### config.mk
export PLATFORM = sky130hd
export DESIGN_NAME = opb_simulink2opb_master
export DESIGN_NICKNAME = d
export VERILOG_FILES = /design/src/rtl/opb_simulink2opb_master.sv
export SDC_FILE = /design/constraint.sdc
export NUM_CORES = 1
export LEC_CHECK = 0
export CAP_MARGIN = 15
export CELL_PAD_IN_SITES_DETAIL_PLACEMENT = 1
export CELL_PAD_IN_SITES_GLOBAL_PLACEMENT = 2
export CORE_MARGIN = 8
export CORE_UTILIZATION = 23
export CTS_BUF_LIST = sky130_fd_sc_hd__clkbuf_4 sky130_fd_sc_hd__clkbuf_8
export DETAILED_ROUTE_END_ITERATION = 10
export PLACE_DENSITY_LB_ADDON = 0.1
export SETUP_SLACK_MARGIN = 0.2
export SYNTH_ARGS = -nofsm -noshare
export SYNTH_HDL_FRONTEND = slang
export SYNTH_SLANG_ARGS = --single-unit
### constraint.sdc
create_clock -name OPB_Clk -period 2 [get_ports OPB_Clk]
set_input_delay 0.2 -clock OPB_Clk [delete_from_list [all_inputs] [get_ports OPB_Clk]]
set_output_delay 0.2 -clock OPB_Clk [all_outputs]
set_load 0.005 [all_outputs]
### src/rtl/opb_simulink2opb_master.sv
// Single-beat OPB master: turns a user command/response handshake into one OPB
// transfer, handling arbitration, slave retry, timeout and error reporting.
module opb_simulink2opb_master #(
    parameter int C_OPB_AWIDTH  = 32,
    parameter int C_OPB_DWIDTH  = 32,
    parameter int C_TOUT_CYCLES = 16,
    parameter int C_MAX_RETRY   = 3
) (
    input  logic                        OPB_Clk,
    input  logic                        OPB_Rst,
    input  logic                        cmd_valid,
    output logic                        cmd_ready,
    input  logic                        cmd_rnw,
    input  logic [C_OPB_AWIDTH-1:0]     cmd_addr,
    input  logic [C_OPB_DWIDTH-1:0]     cmd_wdata,
    input  logic [C_OPB_DWIDTH/8-1:0]   cmd_be,
    output logic                        rsp_valid,
    input  logic                        rsp_ready,
    output logic [C_OPB_DWIDTH-1:0]     rsp_rdata,
    output logic                        rsp_err,
    output logic                        rsp_tout,
    output logic                        M_request,
    input  logic                        OPB_MGrant,
    output logic                        M_select,
    output logic                        M_RNW,
    output logic [0:C_OPB_AWIDTH-1]     M_ABus,
    output logic [0:C_OPB_DWIDTH/8-1]   M_BE,
    output logic [0:C_OPB_DWIDTH-1]     M_DBus,
    output logic                        M_seqAddr,
    output logic                        M_busLock,
    input  logic [0:C_OPB_DWIDTH-1]     OPB_DBus,
    input  logic                        OPB_xferAck,
    input  logic                        OPB_errAck,
    input  logic                        OPB_retry,
    input  logic                        OPB_toutSup,
    output logic [1:0]                  dbg_state_o
);
    localparam int TW = (C_TOUT_CYCLES > 1) ? $clog2(C_TOUT_CYCLES) : 1;
    localparam int RW = $clog2(C_MAX_RETRY + 1);

    typedef enum logic [1:0] {ST_IDLE, ST_REQ, ST_XFER, ST_RESP} state_t;

    state_t                      state_q;
    logic                        rnw_q;
    logic [C_OPB_AWIDTH-1:0]     addr_q;
    logic [C_OPB_DWIDTH-1:0]     wdata_q;
    logic [C_OPB_DWIDTH/8-1:0]   be_q;
    logic [RW-1:0]               retry_q;
    logic [TW-1:0]               tout_q;
    logic                        cmd_ready_q, m_request_q, m_select_q;
    logic                        rsp_valid_q, rsp_err_q, rsp_tout_q;
    logic [C_OPB_DWIDTH-1:0]     rsp_rdata_q;

    always_ff @(posedge OPB_Clk) begin
        if (!OPB_Rst) begin
            state_q     <= ST_IDLE;
            rnw_q       <= 1'b0;
            addr_q      <= '0;
            wdata_q     <= '0;
            be_q        <= '0;
            retry_q     <= '0;
            tout_q      <= '0;
            cmd_ready_q <= 1'b1;
            m_request_q <= 1'b0;
            m_select_q  <= 1'b0;
            rsp_valid_q <= 1'b0;
            rsp_err_q   <= 1'b0;
            rsp_tout_q  <= 1'b0;
            rsp_rdata_q <= '0;
        end else begin
            case (state_q)
                ST_IDLE: begin
                    if (cmd_valid) begin
                        rnw_q       <= cmd_rnw;
                        addr_q      <= cmd_addr;
                        wdata_q     <= cmd_wdata;
                        be_q        <= cmd_be;
                        retry_q     <= '0;
                        cmd_ready_q <= 1'b0;
                        m_request_q <= 1'b1;
                        state_q     <= ST_REQ;
                    end
                end
                ST_REQ: begin
                    if (OPB_MGrant) begin
                        m_request_q <= 1'b0;
                        m_select_q  <= 1'b1;
                        tout_q      <= '0;
                        state_q     <= ST_XFER;
                    end
                end
                ST_XFER: begin
                    // errAck outranks xferAck, so a simultaneous pair reports an error.
                    if (OPB_errAck) begin
                        m_select_q  <= 1'b0;
                        rsp_valid_q <= 1'b1;
                        rsp_err_q   <= 1'b1;
                        state_q     <= ST_RESP;
                    end else if (OPB_xferAck) begin
                        m_select_q  <= 1'b0;
                        rsp_valid_q <= 1'b1;
                        rsp_rdata_q <= rnw_q ? OPB_DBus : '0;
                        state_q     <= ST_RESP;
                    end else if (OPB_retry) begin
                        m_select_q <= 1'b0;
                        if (retry_q < RW'(C_MAX_RETRY)) begin
                            retry_q     <= retry_q + 1'b1;
                            m_request_q <= 1'b1;
                            state_q     <= ST_REQ;
                        end else begin
                            rsp_valid_q <= 1'b1;
                            rsp_err_q   <= 1'b1;
                            state_q     <= ST_RESP;
                        end
                    end else if (!OPB_toutSup) begin
                        if (tout_q == TW'(C_TOUT_CYCLES - 1)) begin
                            m_select_q  <= 1'b0;
                            rsp_valid_q <= 1'b1;
                            rsp_tout_q  <= 1'b1;
                            state_q     <= ST_RESP;
                        end else begin
                            tout_q <= tout_q + 1'b1;
                        end
                    end
                end
                ST_RESP: begin
                    if (rsp_ready) begin
                        rsp_valid_q <= 1'b0;
                        rsp_err_q   <= 1'b0;
                        rsp_tout_q  <= 1'b0;
                        rsp_rdata_q <= '0;
                        cmd_ready_q <= 1'b1;
                        state_q     <= ST_IDLE;
                    end
                end
                default: state_q <= ST_IDLE;
            endcase
        end
    end

    assign cmd_ready   = cmd_ready_q;
    assign rsp_valid   = rsp_valid_q;
    assign rsp_rdata   = rsp_rdata_q;
    assign rsp_err     = rsp_err_q;
    assign rsp_tout    = rsp_tout_q;
    assign M_request   = m_request_q;
    assign M_select    = m_select_q;
    // OR-bus: everything is forced to 0 while not selected; plain assignment keeps MSB alignment.
    assign M_RNW       = m_select_q & rnw_q;
    assign M_ABus      = m_select_q ? addr_q : '0;
    assign M_BE        = m_select_q ? be_q : '0;
    assign M_DBus      = (m_select_q && !rnw_q) ? wdata_q : '0;
    assign M_seqAddr   = 1'b0;
    assign M_busLock   = 1'b0;
    assign dbg_state_o = state_q;
endmodule

---- Word-level counts from Yosys, hierarchy flattened ----
Cells that the tools add are included.
word-level totals
  logic and storage cells ................. 123
  output and inout port bits .............. 111
  bits of input ports ..................... 110
  register bits after elaboration ......... 115
operators by class
  add/sub/neg operators ................... 2
  equality and inequality tests ........... 22
  reduce and logical (&&, ||, !) cells .... 19
  bitwise gates (word level) .............. 1
  $lt $le $gt $ge ......................... 1
  mux-type cells .......................... 64
operators by type and width
  operator                                      count
  two-way mux 32 bit                            6
  one-hot mux 32 bit (2 select lines)           1
  two-way mux 2 bit                             14
  two-way mux 4 bit                             7
  two-way mux 1 bit                             27
  != test 2 bit (second input constant)         12
  AND reduction 7 bit                           3
  != test 5 bit (second input constant)         3
  AND reduction 5 bit                           3
  one-hot mux 1 bit (2 select lines)            5
  != test 3 bit (second input constant)         3
  one-hot mux 2 bit (4 select lines)            1
  one-hot mux 4 bit (2 select lines)            1
  AND reduction 4 bit                           2
  nonzero test 2 bit                            4
  AND reduction 6 bit                           1
  adder 4 x 1 -> 4 bit (second input constant)  1
  == test 2 bit (second input constant)         2
  == test 4 bit (second input constant)         1
  one-hot mux 2 bit (2 select lines)            1
  one-hot mux 1 bit (3 select lines)            1
  AND reduction 3 bit                           1
  nonzero test 3 bit                            1
  adder 2 x 1 -> 2 bit (second input constant)  1
  7 further kinds                               7

---- Longest topological paths before layout ----
  depth after elaboration ................. 7
  gate-level depth with buffers ........... 6
  mapped depth without buffers ............ 4

---- Least setup slack after synthesis ----
OpenSTA, ideal clock, no wires.
  kind .................................... register to register
  start point ............................. register retry_q[0]
  end point ............................... register retry_q[1]
  clock period less this slack ............ 1466 ps
  buffers on the path ..................... 0
  stages on the path, launching flop included .. 5
  data required time ...................... 1876 ps
  library setup time ...................... 124 ps
  setup slack ............................. 534 ps
  data arrival time ....................... 1342 ps
  path through ............................ dfxtp_1 ha_1 or4b_1 a21oi_1 o21ai_0
on the way
  word-level cells in the longest chain between the ends .. 6
  elaborated cells on any way between the ends .. 9
  those cells by class .................... add/sub: 1; order compare: 1; eq/ne: 1; mux: 5; reduce/logical: 1
ends and longest elaborated chain
  item                                RTL line  text
  from (decl)                         48        logic [RW-1:0] retry_q;
  from (signal assigned)              107       retry_q <= retry_q + 1'b1;
  adder 2 x 1 -> 2 bit                107
  two-way mux 2 bit                   106       if (retry_q < RW'(C_MAX_RETRY)) begin
  two-way mux 2 bit                   104       end else if (OPB_retry) begin
  two-way mux 2 bit                   99        end else if (OPB_xferAck) begin
  two-way mux 2 bit                   94        if (OPB_errAck) begin
  one-hot mux 2 bit (2 select lines)  71        case (state_q)
Several ways; a longest one is shown, not always the timed one. The select of a mux whose other input is x is not followed.
A chain may end at the register's enable or synchronous reset.

---- Worst setup path after layout ----
  start point ............................. register m_select_q, in the netlist M_select
  end point ............................... output port M_DBus[3] in the netlist's numbering
on the way
  word-level cells in the longest chain between the ends .. 2
ends and longest elaborated chain
  item                    RTL line  text
  from (decl)             50        logic cmd_ready_q, m_request_q, m_select_q;
  from (signal assigned)  65        m_select_q <= 1'b0;
  from (signal assigned)  87        m_select_q <= 1'b1;
  from (signal assigned)  95        m_select_q <= 1'b0;
  logical AND 1 bit       152       assign M_DBus = (m_select_q && !rnw_q) ? wdata_q : '0;
  two-way mux 32 bit      152
  to (decl)               28        output logic [0:C_OPB_DWIDTH-1] M_DBus,
Every way passes these cells.

==> results.sh <==
export IMPL_status="finished, final reports clean"
export IMPL_drt_total_wl_um=19100
export IMPL_die_x_um=163
export IMPL_cts_tree="done"
export IMPL_grt_pass1_wl_um=29500
export IMPL_diodes=0
export IMPL_dpl_cell_count=1074
export IMPL_dr_pass1_iters=4
export IMPL_start_util_pct=23.1
export IMPL_setup_viol=0
export IMPL_hold_viol_final=0
export IMPL_holdPathStages=2
export IMPL_p_leak_uw=0.00348
export IMPL_worstSetupStartpoint="M_select$_SDFFE_PN0P_"
export IMPL_vias=4901
export IMPL_worstPathMaxFanout=7
export IMPL_cp_num_cells=7
export IMPL_ys_warn_count=0
export IMPL_first_global_vias=5228
export IMPL_area_growth_pct=64.6
export IMPL_fin_worst_skew_ns=0.00939
export IMPL_antenna_found_initial=1
export IMPL_crit_family="buffers and inverters"
export IMPL_cts_sinks=115
export IMPL_fin_cells=1117
export IMPL_required_ns=1.80
export IMPL_dp_hpwl_um=13400
export IMPL_crit_arrival_ns=1.68
export IMPL_min_from="OPB_Rst"
export IMPL_cts_buffer_depth=2
export IMPL_hp_class="in -> reg"
export IMPL_ys_types=45
export IMPL_report_final_slew_viol_count=0
export IMPL_rsz0062_at_grt="yes"
export IMPL_drt_iter0_drc=142
export IMPL_drc=0
export IMPL_slowest_delay_ns=0.37
export IMPL_synth_ff_type="dfxtp_1"
export IMPL_cts_htree_levels=4
export IMPL_ys_async_sr_fraction_pct=0
export IMPL_grt_max_degree=57
export IMPL_wl_per_cell_um=17.1
export IMPL_cp_num_buf_inv=5
export IMPL_crit_slowest_cell="dfxtp_4"
export IMPL_path_cells="nor2b_4, buf_6, buf_6, buf_16, buf_12, and2_4, buf_6"
export IMPL_die_y_um=163
export IMPL_max_freq_mhz=532
export IMPL_period_minus_slack_ns=1.88
export IMPL_drt_antenna_violating_nets=0
export IMPL_port_buffers=218
export IMPL_synth_area_um2=4980
export IMPL_synthCells=611
export IMPL_synth_edf_count=0
export IMPL_cts_buffers=17
export IMPL_coreArea_um2=21600
export IMPL_root_buffer="clkbuf_8"
export IMPL_avgViaCountPerCell=4.39
export IMPL_gr_usage_all_layers_pct=14.2
export IMPL_nets=936
export IMPL_crit_type="reg -> out"
export IMPL_place_congestion=0.715
export IMPL_clock_latency_ns=0.43
export IMPL_yosysSeqAreaShare_pct=46.2
export IMPL_die_area_um2=26600
export IMPL_critPathMostFrequentCell="buf_6"
export IMPL_synth_seq_cells=115
export IMPL_r2r_start="retry_q[0]$_SDFFE_PN0P_"
export IMPL_drive_above_1_share_pct=14.8
export IMPL_cap_violations=0
export IMPL_start_kind="register"
export IMPL_grt_remaining_overflow=0
export IMPL_io_pins=221
export IMPL_irDropWorstVdd_mv=0.371
export IMPL_clk_pin_slew_worst_paths_ns=0.07
export IMPL_post_route_period_util_pct=94.0
export IMPL_avgSynthCellArea_um2=8.15
export IMPL_rows=54
export IMPL_fin_setup_tns_ns=0
export IMPL_powerDensity_nw_per_um2=723
export IMPL_r2r_cells=4
export IMPL_crit_path_end_kind="output pin"
## where the power goes
part	total, µW	internal, µW	switching (µW)
Combinational	921	501	420
Clock	2520	1550	971
Sequential	2490	2410	71.8
## worst reg2reg max path: stages (launching register included)
cell	delay, ns
dfxtp_1	0.34
ha_1	0.22
or4b_1	0.61
a21oi_1	0.21
o21ai_0	0.11
## final timing paths
kind,slack [ns],endpoint
max,0.12,M_DBus[3]
min reg2reg,0.45,addr_q[30]$_SDFFE_PN0P_
min,0.16,addr_q[21]$_SDFFE_PN0P_
max reg2reg,0.39,retry_q[1]$_SDFFE_PN0P_
## cells in the final DEF, fill, tap and decap left out, drive strengths merged, types with 4 or more instances in the layout
cell / count
dfxtp: 115
clkdlybuf4s50: 173
o21ai: 5
inv: 4
a21oi: 57
bufinv: 5
nand3b: 4
and2: 71
a21boi: 16
mux2i: 35
nor2b: 4
dlymetal6s2s: 12
nand3: 39
nand2: 179
buf: 53
clkbuf: 26
clkinv: 5
## synth_stat cells (2+ instances only)
master	instances	area (µm²)
mux2i_1	35	350
and2_1	71	444
o21ai_0	3	15.0
nor2b_1	4	25.0
a31oi_1	2	12.5
a21boi_0	8	60.1
a21oi_1	57	285
ha_1	2	25.0
nand3b_1	4	30.0
buf_2	9	45.0
buf_6	4	45.0
and4b_1	2	20.0
o21ba_2	2	20.0
buf_4	2	15.0
o211ai_1	2	15.0
clkbuf_1	34	128
inv_1	4	15.0
nand3_1	39	195
a21boi_1	8	60.1
and3_1	2	12.5
nand2_1	179	672
dfxtp_1	115	2300
## stage by stage
| stage | total power, µW | hold WS (ns) | area, µm² | utilization, % | setup WS, ns |
|---|---|---|---|---|---|
| floorplan | 2900 | 0.335 | 4980 | - | 0.534 |
| global placement | 3360 | 0.437 | 7470 | 34.7 | 0.171 |
| detailed placement | 3390 | 0.443 | 7470 | 34.7 | 0.143 |
| CTS | 6050 | 0.135 | 8100 | 37.6 | 0.0574 |
| global route | 6250 | 0.155 | 8200 | 38.0 | 0.0486 |
| finish | 5930 | 0.164 | 8200 | 38.0 | 0.119 |
## repair_timing
item,4_1_cts,5_1_grt
endpoints found under the setup margin,72,68
pin swaps,7,10
buffers inserted,6,1
resized for setup,156,39
gates cloned,4,0
hold buffers,0,0
## flip-flops by register name, indices dropped and copies added, names as in the netlist
register / cells
rsp_valid: 1
dbg_state_o: 2
rsp_tout: 1
rsp_err: 1
M_request: 1
retry_q: 2
rnw_q: 1
wdata_q: 32
cmd_ready: 1
tout_q: 4
addr_q: 32
M_select: 1
be_q: 4
rsp_rdata: 32
## routing by layer
metal  wire length [µm]  vias to the layer above  share of wire (%)  track usage (%)
met5                 14                        -              0.073                0
met4                249                        2                1.3             5.25
met3               1800                       18                9.4             6.20
met2               9060                      145                 47             23.3
met1               7980                     2309                 42             16.0
li1                   -                     2427                  -                -
## logic make-up after synthesis
family,synth area share (%)
mux,7.04
buf+inv,5.05
fa+ha+maj,0.502
simple gates,30.6
flops,46.2
other cells,0.0753
compound gates,10.5
## layout make-up
type	instances	area (µm²)
inverter	4	15.0
clock inverter	11	183
timing repair buffer	243	2560
multi-input combinational	443	2500
sequential	115	2310
clock buffer	21	270
fill	2480	13400
tap	280	350
Note: power is estimated with default switching activity, not from simulation.
